File: src/rtl/sink_table_pkg.sv
// sink_table_pkg: shared constants, status codes and FSM encoding for the known-sinks table
package sink_table_pkg;
  localparam int SINK_ID_W = 5;
  localparam int SINK_SLOTS = 10;
  localparam logic [SINK_ID_W-1:0] INVALID_ID = '1;
  typedef enum logic [1:0] {
    ST_INSERTED = 2'b00,
    ST_DUP      = 2'b01,
    ST_FULL     = 2'b10,
    ST_INVALID  = 2'b11
  } status_t;
  typedef enum logic [1:0] {IDLE, SCAN, WRITE} state_t;
endpackage

File: src/rtl/sink_table_builder_if.sv
// sink_table_builder_if: advertisement handshake plus per-advertisement completion result
interface sink_table_builder_if #(parameter int ID_W = 5);
  logic adv_valid;
  logic [ID_W-1:0] adv_id;
  logic adv_ready;
  logic done;
  logic [1:0] status;
  modport master(output adv_valid, adv_id, input adv_ready, done, status);
  modport slave(input adv_valid, adv_id, output adv_ready, done, status);
endinterface

File: src/rtl/sink_table_builder.sv
// sink_table_builder: de-duplicating writer of the known-sinks table; define SINK_TABLE_REPLACE_EN to overwrite round-robin when full
module sink_table_builder
  import sink_table_pkg::*;
#(
  parameter int MAX_SINKS = SINK_SLOTS,
  parameter int ID_W = SINK_ID_W,
  localparam int CW = $clog2(MAX_SINKS + 1)
) (
  input  logic clock,
  input  logic reset,
  input  logic clear,
  sink_table_builder_if.slave adv,
  output logic [MAX_SINKS*ID_W-1:0] known_sinks,
  output logic [CW-1:0] sink_count,
  output logic table_full
);
  localparam logic [ID_W-1:0] EMPTY = ID_W'(INVALID_ID);
  state_t state, nextState;
  status_t statusNext;
  logic doneNext;
  logic [CW-1:0] idx;
  logic [ID_W-1:0] latchedId;
  logic [ID_W-1:0] slots [MAX_SINKS];
  logic fire, hit, lastSlot, full;
`ifdef SINK_TABLE_REPLACE_EN
  logic [CW-1:0] replPtr;
`endif
  assign adv.adv_ready = state == IDLE;
  assign fire = adv.adv_valid && adv.adv_ready;
  assign full = sink_count == CW'(MAX_SINKS);
  assign hit = slots[idx] == latchedId;
  assign lastSlot = idx == sink_count - CW'(1);
  assign table_full = full;
  for (genvar k = 0; k < MAX_SINKS; k++) begin : g_flat
    assign known_sinks[k*ID_W +: ID_W] = slots[k];
  end
  // next state and completion result; clear overrides and suppresses done
  always_comb begin
    nextState = state;
    doneNext = 1'b0;
    statusNext = ST_INSERTED;
    if (state == IDLE && fire) begin
      if (adv.adv_id == EMPTY) begin
        doneNext = 1'b1;
        statusNext = ST_INVALID;
      end else begin
        nextState = (sink_count == '0) ? WRITE : SCAN;
      end
    end
    if (state == SCAN) begin
      if (hit) begin
        nextState = IDLE;
        doneNext = 1'b1;
        statusNext = ST_DUP;
      end else if (lastSlot) begin
        nextState = WRITE;
      end
    end
    if (state == WRITE) begin
      nextState = IDLE;
      doneNext = 1'b1;
      statusNext = full ? ST_FULL : ST_INSERTED;
    end
    if (clear) begin
      nextState = IDLE;
      doneNext = 1'b0;
    end
  end
  // state register
  always_ff @(posedge clock or posedge reset) begin
    if (reset) state <= IDLE;
    else state <= nextState;
  end
  // registered done pulse; status holds the last result between pulses
  always_ff @(posedge clock or posedge reset) begin
    if (reset) begin
      adv.done <= 1'b0;
      adv.status <= ST_INSERTED;
    end else begin
      adv.done <= doneNext;
      if (doneNext) adv.status <= statusNext;
    end
  end
  // table contents, scan index and latched advertisement
  always_ff @(posedge clock or posedge reset) begin
    if (reset) begin
      idx <= '0;
      latchedId <= EMPTY;
      sink_count <= '0;
      for (int k = 0; k < MAX_SINKS; k++) slots[k] <= EMPTY;
`ifdef SINK_TABLE_REPLACE_EN
      replPtr <= '0;
`endif
    end else if (clear) begin
      idx <= '0;
      sink_count <= '0;
      for (int k = 0; k < MAX_SINKS; k++) slots[k] <= EMPTY;
`ifdef SINK_TABLE_REPLACE_EN
      replPtr <= '0;
`endif
    end else begin
      if (state == IDLE && fire) begin
        latchedId <= adv.adv_id;
        idx <= '0;
      end
      if (state == SCAN && !hit) idx <= idx + CW'(1);
      if (state == WRITE && !full) begin
        slots[sink_count] <= latchedId;
        sink_count <= sink_count + CW'(1);
      end
`ifdef SINK_TABLE_REPLACE_EN
      if (state == WRITE && full) begin
        slots[replPtr] <= latchedId;
        replPtr <= (replPtr == CW'(MAX_SINKS - 1)) ? '0 : replPtr + CW'(1);
      end
`endif
    end
  end
endmodule

File: src/flat_wrapper.sv
// flat-port wrapper written by rule: the top's interface ports become plain ports
module sink_table_builder_flat import sink_table_pkg::*;
#(
  parameter int MAX_SINKS = SINK_SLOTS,
  parameter int ID_W = SINK_ID_W,
  localparam int CW = $clog2(MAX_SINKS + 1)
)
  (clock, reset, clear, known_sinks, sink_count, table_full, adv_adv_valid, adv_adv_id, adv_adv_ready, adv_done, adv_status);
  sink_table_builder_if #(.ID_W(ID_W)) adv_i ();
  input  logic clock;
  input  logic reset;
  input  logic clear;
  output logic [MAX_SINKS*ID_W-1:0] known_sinks;
  output logic [CW-1:0] sink_count;
  output logic table_full;
  input wire logic [$bits(adv_i.adv_valid)-1:0] adv_adv_valid;
  input wire logic [$bits(adv_i.adv_id)-1:0] adv_adv_id;
  output wire logic [$bits(adv_i.adv_ready)-1:0] adv_adv_ready;
  output wire logic [$bits(adv_i.done)-1:0] adv_done;
  output wire logic [$bits(adv_i.status)-1:0] adv_status;
  assign adv_i.adv_valid = adv_adv_valid;
  assign adv_i.adv_id = adv_adv_id;
  assign adv_adv_ready = adv_i.adv_ready;
  assign adv_done = adv_i.done;
  assign adv_status = adv_i.status;
  sink_table_builder #(.MAX_SINKS(MAX_SINKS), .ID_W(ID_W)) u_core (.clock(clock), .reset(reset), .clear(clear), .adv(adv_i), .known_sinks(known_sinks), .sink_count(sink_count), .table_full(table_full));
endmodule
File: config.mk
export PLATFORM = sky130hd
export DESIGN_NAME = sink_table_builder_flat
export DESIGN_NICKNAME = d
export VERILOG_FILES = /design/src/rtl/sink_table_pkg.sv /design/src/rtl/sink_table_builder_if.sv /design/src/rtl/sink_table_builder.sv /design/src/flat_wrapper.sv
export SDC_FILE = /design/constraint.sdc
export NUM_CORES = 1
export LEC_CHECK = 0
export CELL_PAD_IN_SITES_DETAIL_PLACEMENT = 0
export CELL_PAD_IN_SITES_GLOBAL_PLACEMENT = 1
export CORE_ASPECT_RATIO = 0.5
export CORE_UTILIZATION = 42
export DETAILED_ROUTE_END_ITERATION = 12
export MAX_ROUTING_LAYER = met4
export PLACE_DENSITY = 0.88
export REMOVE_ABC_BUFFERS = 1
export SYNTH_ARGS = -nofsm -noshare
export SYNTH_HDL_FRONTEND = slang
export SYNTH_SLANG_ARGS = --single-unit
File: constraint.sdc
create_clock -name clock -period 3.1 [get_ports clock]
set_clock_uncertainty 0.05 [all_clocks]
set_input_delay 0.465 -clock clock [delete_from_list [all_inputs] [get_ports clock]]
set_output_delay 0.465 -clock clock [all_outputs]
set_load 0.03 [all_outputs]
==> results.toml, run 1 <==
[status]
status = "finished, violations left"
violations = "design-rule violations"

[layout]
drive_above_1_share_pct = 24.5
finalNonFillerCells = 550
antenna_cells = 0
final_nets = 443
syn2layout_area_growth_pct = 27.3
utilization_pct = 56.4
n_fill_cell = 782

[yosys]
synth_edf_count = 0
yosysSeqAreaShare_pct = 44.9
async_flop_share_pct = 100
syn_avg_cell_area_um2 = 10.6
synthFlopType = "dfstp_2"
synth.most_common_cell = "dfstp_2"
synth_top_area_cell = "dfstp_2"
ys_seq_elements = 68
synthTopCellsByCount = "dfstp_2 (55), nand2_1 (39), and3_1 (31)"
yosysTopAreaCellShare_pct = 36.7
syn_inst = 372
synth_area_mm2 = 0.00394
yosysWarnings = 0
synthDistinctLibCells = 52
ys_top_cells_by_area = "dfstp_2 (37%), dfrtp_1 (8.3%), a211o_1 (6.7%)"

[setup_path]
cp-startpoint = "u_core.sink_count[0]"
cp-end-kind = "output port"
r2r-start = "u_core.idx[0]"
crit_arrival_ps = 2390
crit_path_max_fanout = 13
r2r_setup_slack_ps = 290
crit_required_ps = 2580
crit_type = "reg2out"
cp-start-kind = "flip-flop"

[floorplanning]
initial_core_util_pct = 44.3
design.core.area_mm2 = 0.00889
rows = 24
io_pins = 68
die_x_um = 139
fp.dieH_um = 70.5
dieArea_mm2 = 0.00980

[cts]
cts_root_buf = "clkbuf_16"
cts.sinks = 68
post-cts-setup-buffer-count = 0
h-tree-depth = 3
ctsResizeCount = 0
path_clk_slew_ps = 60
clk_latency_ps = 340
cts_hold_buf = 0
cts_tree = "done"
numCtsBuffers = 9
cts.path.max_buffers = 2

[worst_hold_path]
hold_class = "reg2reg"
min_from = "u_core.known_sinks[44]"

[grt]
antenna_found_initial = 0
grt_pass1_vias = 3026
grt_start_max_net_pins = 40
grtUsageTotal_pct = 24.8
grt_pass1_wl_mm = 17.9
grt_overflow = 0

[timing]
rsz0062_at_grt = "no"
fin_crit_ps = 2900
post-route-period-util_pct = 93.6
relSlewSlack_pct = 51.0
setup_tns_ps = 0
final_max_slew_viol_count = 0
tightest_slew_ps = 736
fmax_mhz = 345
finalHoldViolCount = 0
setup_violations = 0

[pwr]
clock_power_share_pct = 32.6
leakagePower_nw = 2.02
p_per_area_mw_per_mm2 = 688
power_switching_mw = 1.22
seqPwrFrac_pct = 38.6
ir_drop_mv = 0.291
swShare_pct = 35.4
p_int_mw = 2.23
combPwrFrac_pct = 28.8

[place]
gp_congestion = 0.920
hpwl_mm = 7.54
dp_cells = 534
port_buffers = 67

[route]
vias = 3233
wl_per_cell_um = 20.2
routed_wl_mm = 11.1
drtPass1Iterations = 9
viasPerCell = 5.88
drcViolationCount = 2
drt_iter0_markers = 407
ant_nets = 0

[run]
maxCapViolCount = 0
## power groups by stage
| stage | logic, mW | registers, mW | clock network (mW) |
|---|---|---|---|
| 5_1_grt | 1.07 | 1.35 | 1.17 |
| 2_1_floorplan | 0.558 | 1.33 | 0 |
| 3_3_place_gp | 0.981 | 1.34 | 0 |
| 6_report | 0.994 | 1.33 | 1.12 |
| 3_5_place_dp | 0.990 | 1.33 | 0 |
| 4_1_cts | 0.994 | 1.32 | 1.13 |
## sequential cells by signal, summed over array words and instances (netlist names)
register,cells
u_core.idx,4
u_core.adv.status,2
u_core.state,2
u_core.adv.done,1
u_core.known_sinks,50
u_core.latchedId,5
u_core.sink_count,4
## layout by cell type (no fill, tap or decap), types with 3 or more instances in the layout
cell type / n
mux4_1: 6
nor2_1: 11
and3_1: 31
nand3b_1: 21
inv_1: 6
a31oi_1: 3
or2_2: 5
nor3_1: 6
nand2_1: 39
o21a_1: 3
buf_4: 8
mux2_2: 9
xnor2_1: 5
clkdlybuf4s50_1: 66
o31ai_1: 3
nor2b_1: 5
dfrtp_1: 13
nand2b_1: 4
nand3_1: 23
xor2_1: 3
clkinvlp_4: 3
mux2i_1: 14
clkbuf_16: 9
a211o_1: 30
ha_1: 6
dfstp_2: 55
a21oi_1: 6
## layer usage
layer	vias to the layer above	GRT usage, %	part of all wire (%)
met4	0	5.68	0.84
met3	9	4.73	6.9
li1	1482	-	-
met5	-	-	0
met1	1629	36.4	48
met2	113	35.2	44
## cells by family (layout without fill, tap and decap cells)
kind of cell / after synthesis / after routing / synth area share (%)
AND/OR/NAND/NOR: 160 / 160 / 23.1
XOR/XNOR: 8 / 8 / 1.78
multiplexers: 31 / 31 / 11.3
AO/OA/AOI/OAI: 61 / 61 / 12.5
adder cells (fa/ha/maj): 6 / 6 / 1.90
buffers and inverters: 38 / 99 / 4.44
flip-flops: 68 / 68 / 44.9
## metrics by stage
step,setup slack (ps),hold slack [ps],instance area (um2),power (mW)
global route,58.1,472,5020,3.59
finish,198,449,5020,3.45
detailed placement,356,444,4690,2.32
CTS,189,453,5020,3.45
global placement,380,441,4690,2.32
floorplan,224,478,3790,1.89
## critical path, stage by stage, from the launching register on
cell and delay (ps):
dfrtp_1 460, inv_1 170, ha_1 440, nand3b_1 230, inv_1 90, clkdlybuf4s50_1 660
## final timing paths
kind / end / depth (start not counted)
setup / recovery: table_full / 5
hold / removal: u_core.known_sinks[44] / 2
setup reg to reg: u_core.adv.status[1] / 7
hold reg to reg: u_core.known_sinks[44] / 2
max in group asynchronous: u_core.latchedId[2] / 3
min in group asynchronous: u_core.idx[0] / 2
## final cells by class
type / instances / area [um2] / area share (%)
multi-input combinational: 266 / 2000 / 39.9
sequential: 68 / 1770 / 35.3
timing repair buffer: 76 / 746 / 14.9
clock buffer: 10 / 239 / 4.76
tap: 117 / 146 / 2.92
clock inverter: 6 / 87.6 / 1.75
inverter: 7 / 26.3 / 0.524
No activity file was read; power rests on OpenSTA's default activity.
==> run 2, diff against run 1 <==
- CORE_MARGIN: not set -> 8
- SETUP_SLACK_MARGIN: not set -> 0.3
==> run 2 against run 1 <==
The flow now finishes without violations. Maximum frequency rose by 8.5%. Highest routed layer unchanged. First-iteration DRC count shrank 42%. Sequential share of layout area decreased by 0.14 points. Die area is 32% higher. Global-route usage down 6.3 points. Final cell count up 0.91%.
==> results.toml, run 2 (same netlist as run 1, synthesis figures left out) <==
[status]
status = "completed"

[cts]
cts_tree = "done"
path_clk_slew_ps = 50
cts_hold_buf = 0
post-cts-setup-buffer-count = 0
cts_root_buf = "clkbuf_16"
numCtsBuffers = 9
h-tree-depth = 3
cts.sinks = 68
cts.path.max_buffers = 2
clk_latency_ps = 340

[floorplanning]
design.core.area_mm2 = 0.00929
rows = 25
io_pins = 68
initial_core_util_pct = 42.4
dieArea_mm2 = 0.0129
die_x_um = 153
fp.dieH_um = 84.5

[timing]
fmax_mhz = 374
setup_violations = 0
finalHoldViolCount = 0
tightest_slew_ps = 846
final_max_slew_viol_count = 0
relSlewSlack_pct = 43.6
setup_tns_ps = 0
rsz0062_at_grt = "no"
fin_crit_ps = 2680
post-route-period-util_pct = 86.3

[setup_path]
crit_required_ps = 2580
crit_type = "reg2out"
r2r-start = "u_core.idx[0]"
r2r_setup_slack_ps = 440
cp-startpoint = "u_core.sink_count[0]"
crit_top_cell = "inv_1"
crit_arrival_ps = 2160
r2r-end = "u_core.idx[0]"
crit_path_max_fanout = 13
slowest_stage = "clkdlybuf4s50_1"
cp-start-kind = "flip-flop"
cp-end-kind = "output port"
crit_cells = 5
critPathTopFamily = "buffers and inverters"
crit_path_cell_trace = "inv_1, ha_4, nand3b_1, inv_1, clkdlybuf4s50_1"
cp_num_buf_inv = 3
slowest_delay_ps = 660
reg2regPathDepth = 7
crit_path_end = "table_full"

[grt]
grt_pass1_vias = 3287
grt_pass1_wl_mm = 18.4
grtUsageTotal_pct = 18.6
grt_overflow = 0
antenna_found_initial = 0
grt_start_max_net_pins = 69

[route]
met2_length_mm = 5.31
ant_nets = 0
viasPerCell = 5.86
wl_met3_um = 692
drt_iter0_markers = 237
wl_met1_mm = 5.24
route.top_layer_used = "met4"
wl_per_cell_um = 20.5
vias = 3255
routed_wl_mm = 11.4
drtPass1Iterations = 4
drcViolationCount = 0

[pwr]
power_mw = 3.47
ir_drop_mv = 0.298
leakagePower_nw = 2.04
p_per_area_mw_per_mm2 = 690

[place]
port_buffers = 67
hpwl_mm = 7.79
gp_congestion = 0.807

[layout]
largest_reg_flops = 50
syn2layout_area_growth_pct = 27.8
antenna_cells = 0
drive_above_1_share_pct = 24.9
layout_commonest_cell = "clkdlybuf4s50_1"
final_nets = 444
final_cell_mix = "clkdlybuf4s50_1 (66), dfstp_2 (55), nand2_1 (39), and3_1 (31), a211o_1 (30)"

[run]
maxCapViolCount = 0

[worst_hold_path]
hold_class = "reg2reg"
run 2: cell types whose count changed in the layout (fill, tap and decap cells not counted), sizes merged:
cell      before  now
buf           10   11
clkinv         1    4
clkinvlp       3    0
run 2: metrics by stage:
stage | worst slack [ps] | hold WS, ps | instances | utilization, % | instance area [um2]
after floorplan | 224 | 478 | 341 | - | 3790
after global placement | 418 | 440 | 539 | 50.5 | 4690
after detailed placement | 381 | 443 | 539 | 50.5 | 4690
after CTS | 312 | 453 | 555 | 54.0 | 5020
after global routing | 304 | 468 | 555 | 54.2 | 5040
final | 424 | 455 | 555 | 54.2 | 5040
run 2: worst reg2reg max path, delay by kind of cell, from the launching register on:
kind	cells	cell delay, ps
buffers and inverters	1	220
flip-flops	1	540
multiplexers	3	1050
AO/OA/AOI/OAI	3	700
run 2: cell type report:
class / instances / area, um2
timing repair buffer: 77 / 741
fill: 804 / 4250
inverter: 7 / 26.3
clock buffer: 10 / 239
multi-input combinational: 266 / 2020
clock inverter: 6 / 87.6
sequential: 68 / 1770
tap: 121 / 151
run 2: how the worst min path moves through the flow:
| stage | start | endpoint | slack, ps | cells past startpoint |
|---|---|---|---|---|
| after floorplan | clear | u_core.sink_count[1] | 480 | 1 |
| after global placement | u_core.known_sinks[42] | u_core.known_sinks[42] | 440 | 2 |
| after detailed placement | u_core.known_sinks[41] | u_core.known_sinks[41] | 440 | 2 |
| after CTS | u_core.known_sinks[42] | u_core.known_sinks[42] | 450 | 2 |
| after global routing | u_core.known_sinks[41] | u_core.known_sinks[41] | 470 | 2 |
| final | u_core.known_sinks[41] | u_core.known_sinks[41] | 460 | 2 |
run 2: report_power, final:
part | leakage, nW | switching (mW) | internal [mW] | total (mW)
Sequential | 0.756 | 0.276 | 1.05 | 1.33
Combinational | 1.12 | 0.562 | 0.464 | 1.03
Clock | 0.162 | 0.393 | 0.725 | 1.12
Total | 2.04 | 1.23 | 2.24 | 3.47
run 2: repair_timing:
action	in CTS	in global routing
hold endpoints to repair	0	0
resized for setup	1	2
setup endpoints to repair	1	5
run 2: layer usage:
metal,vias to the layer above,GRT usage [%]
met4,0,5.17
met1,1657,24.5
li1,1495,-
met3,12,4.51
met2,91,28.0
met5,-,-
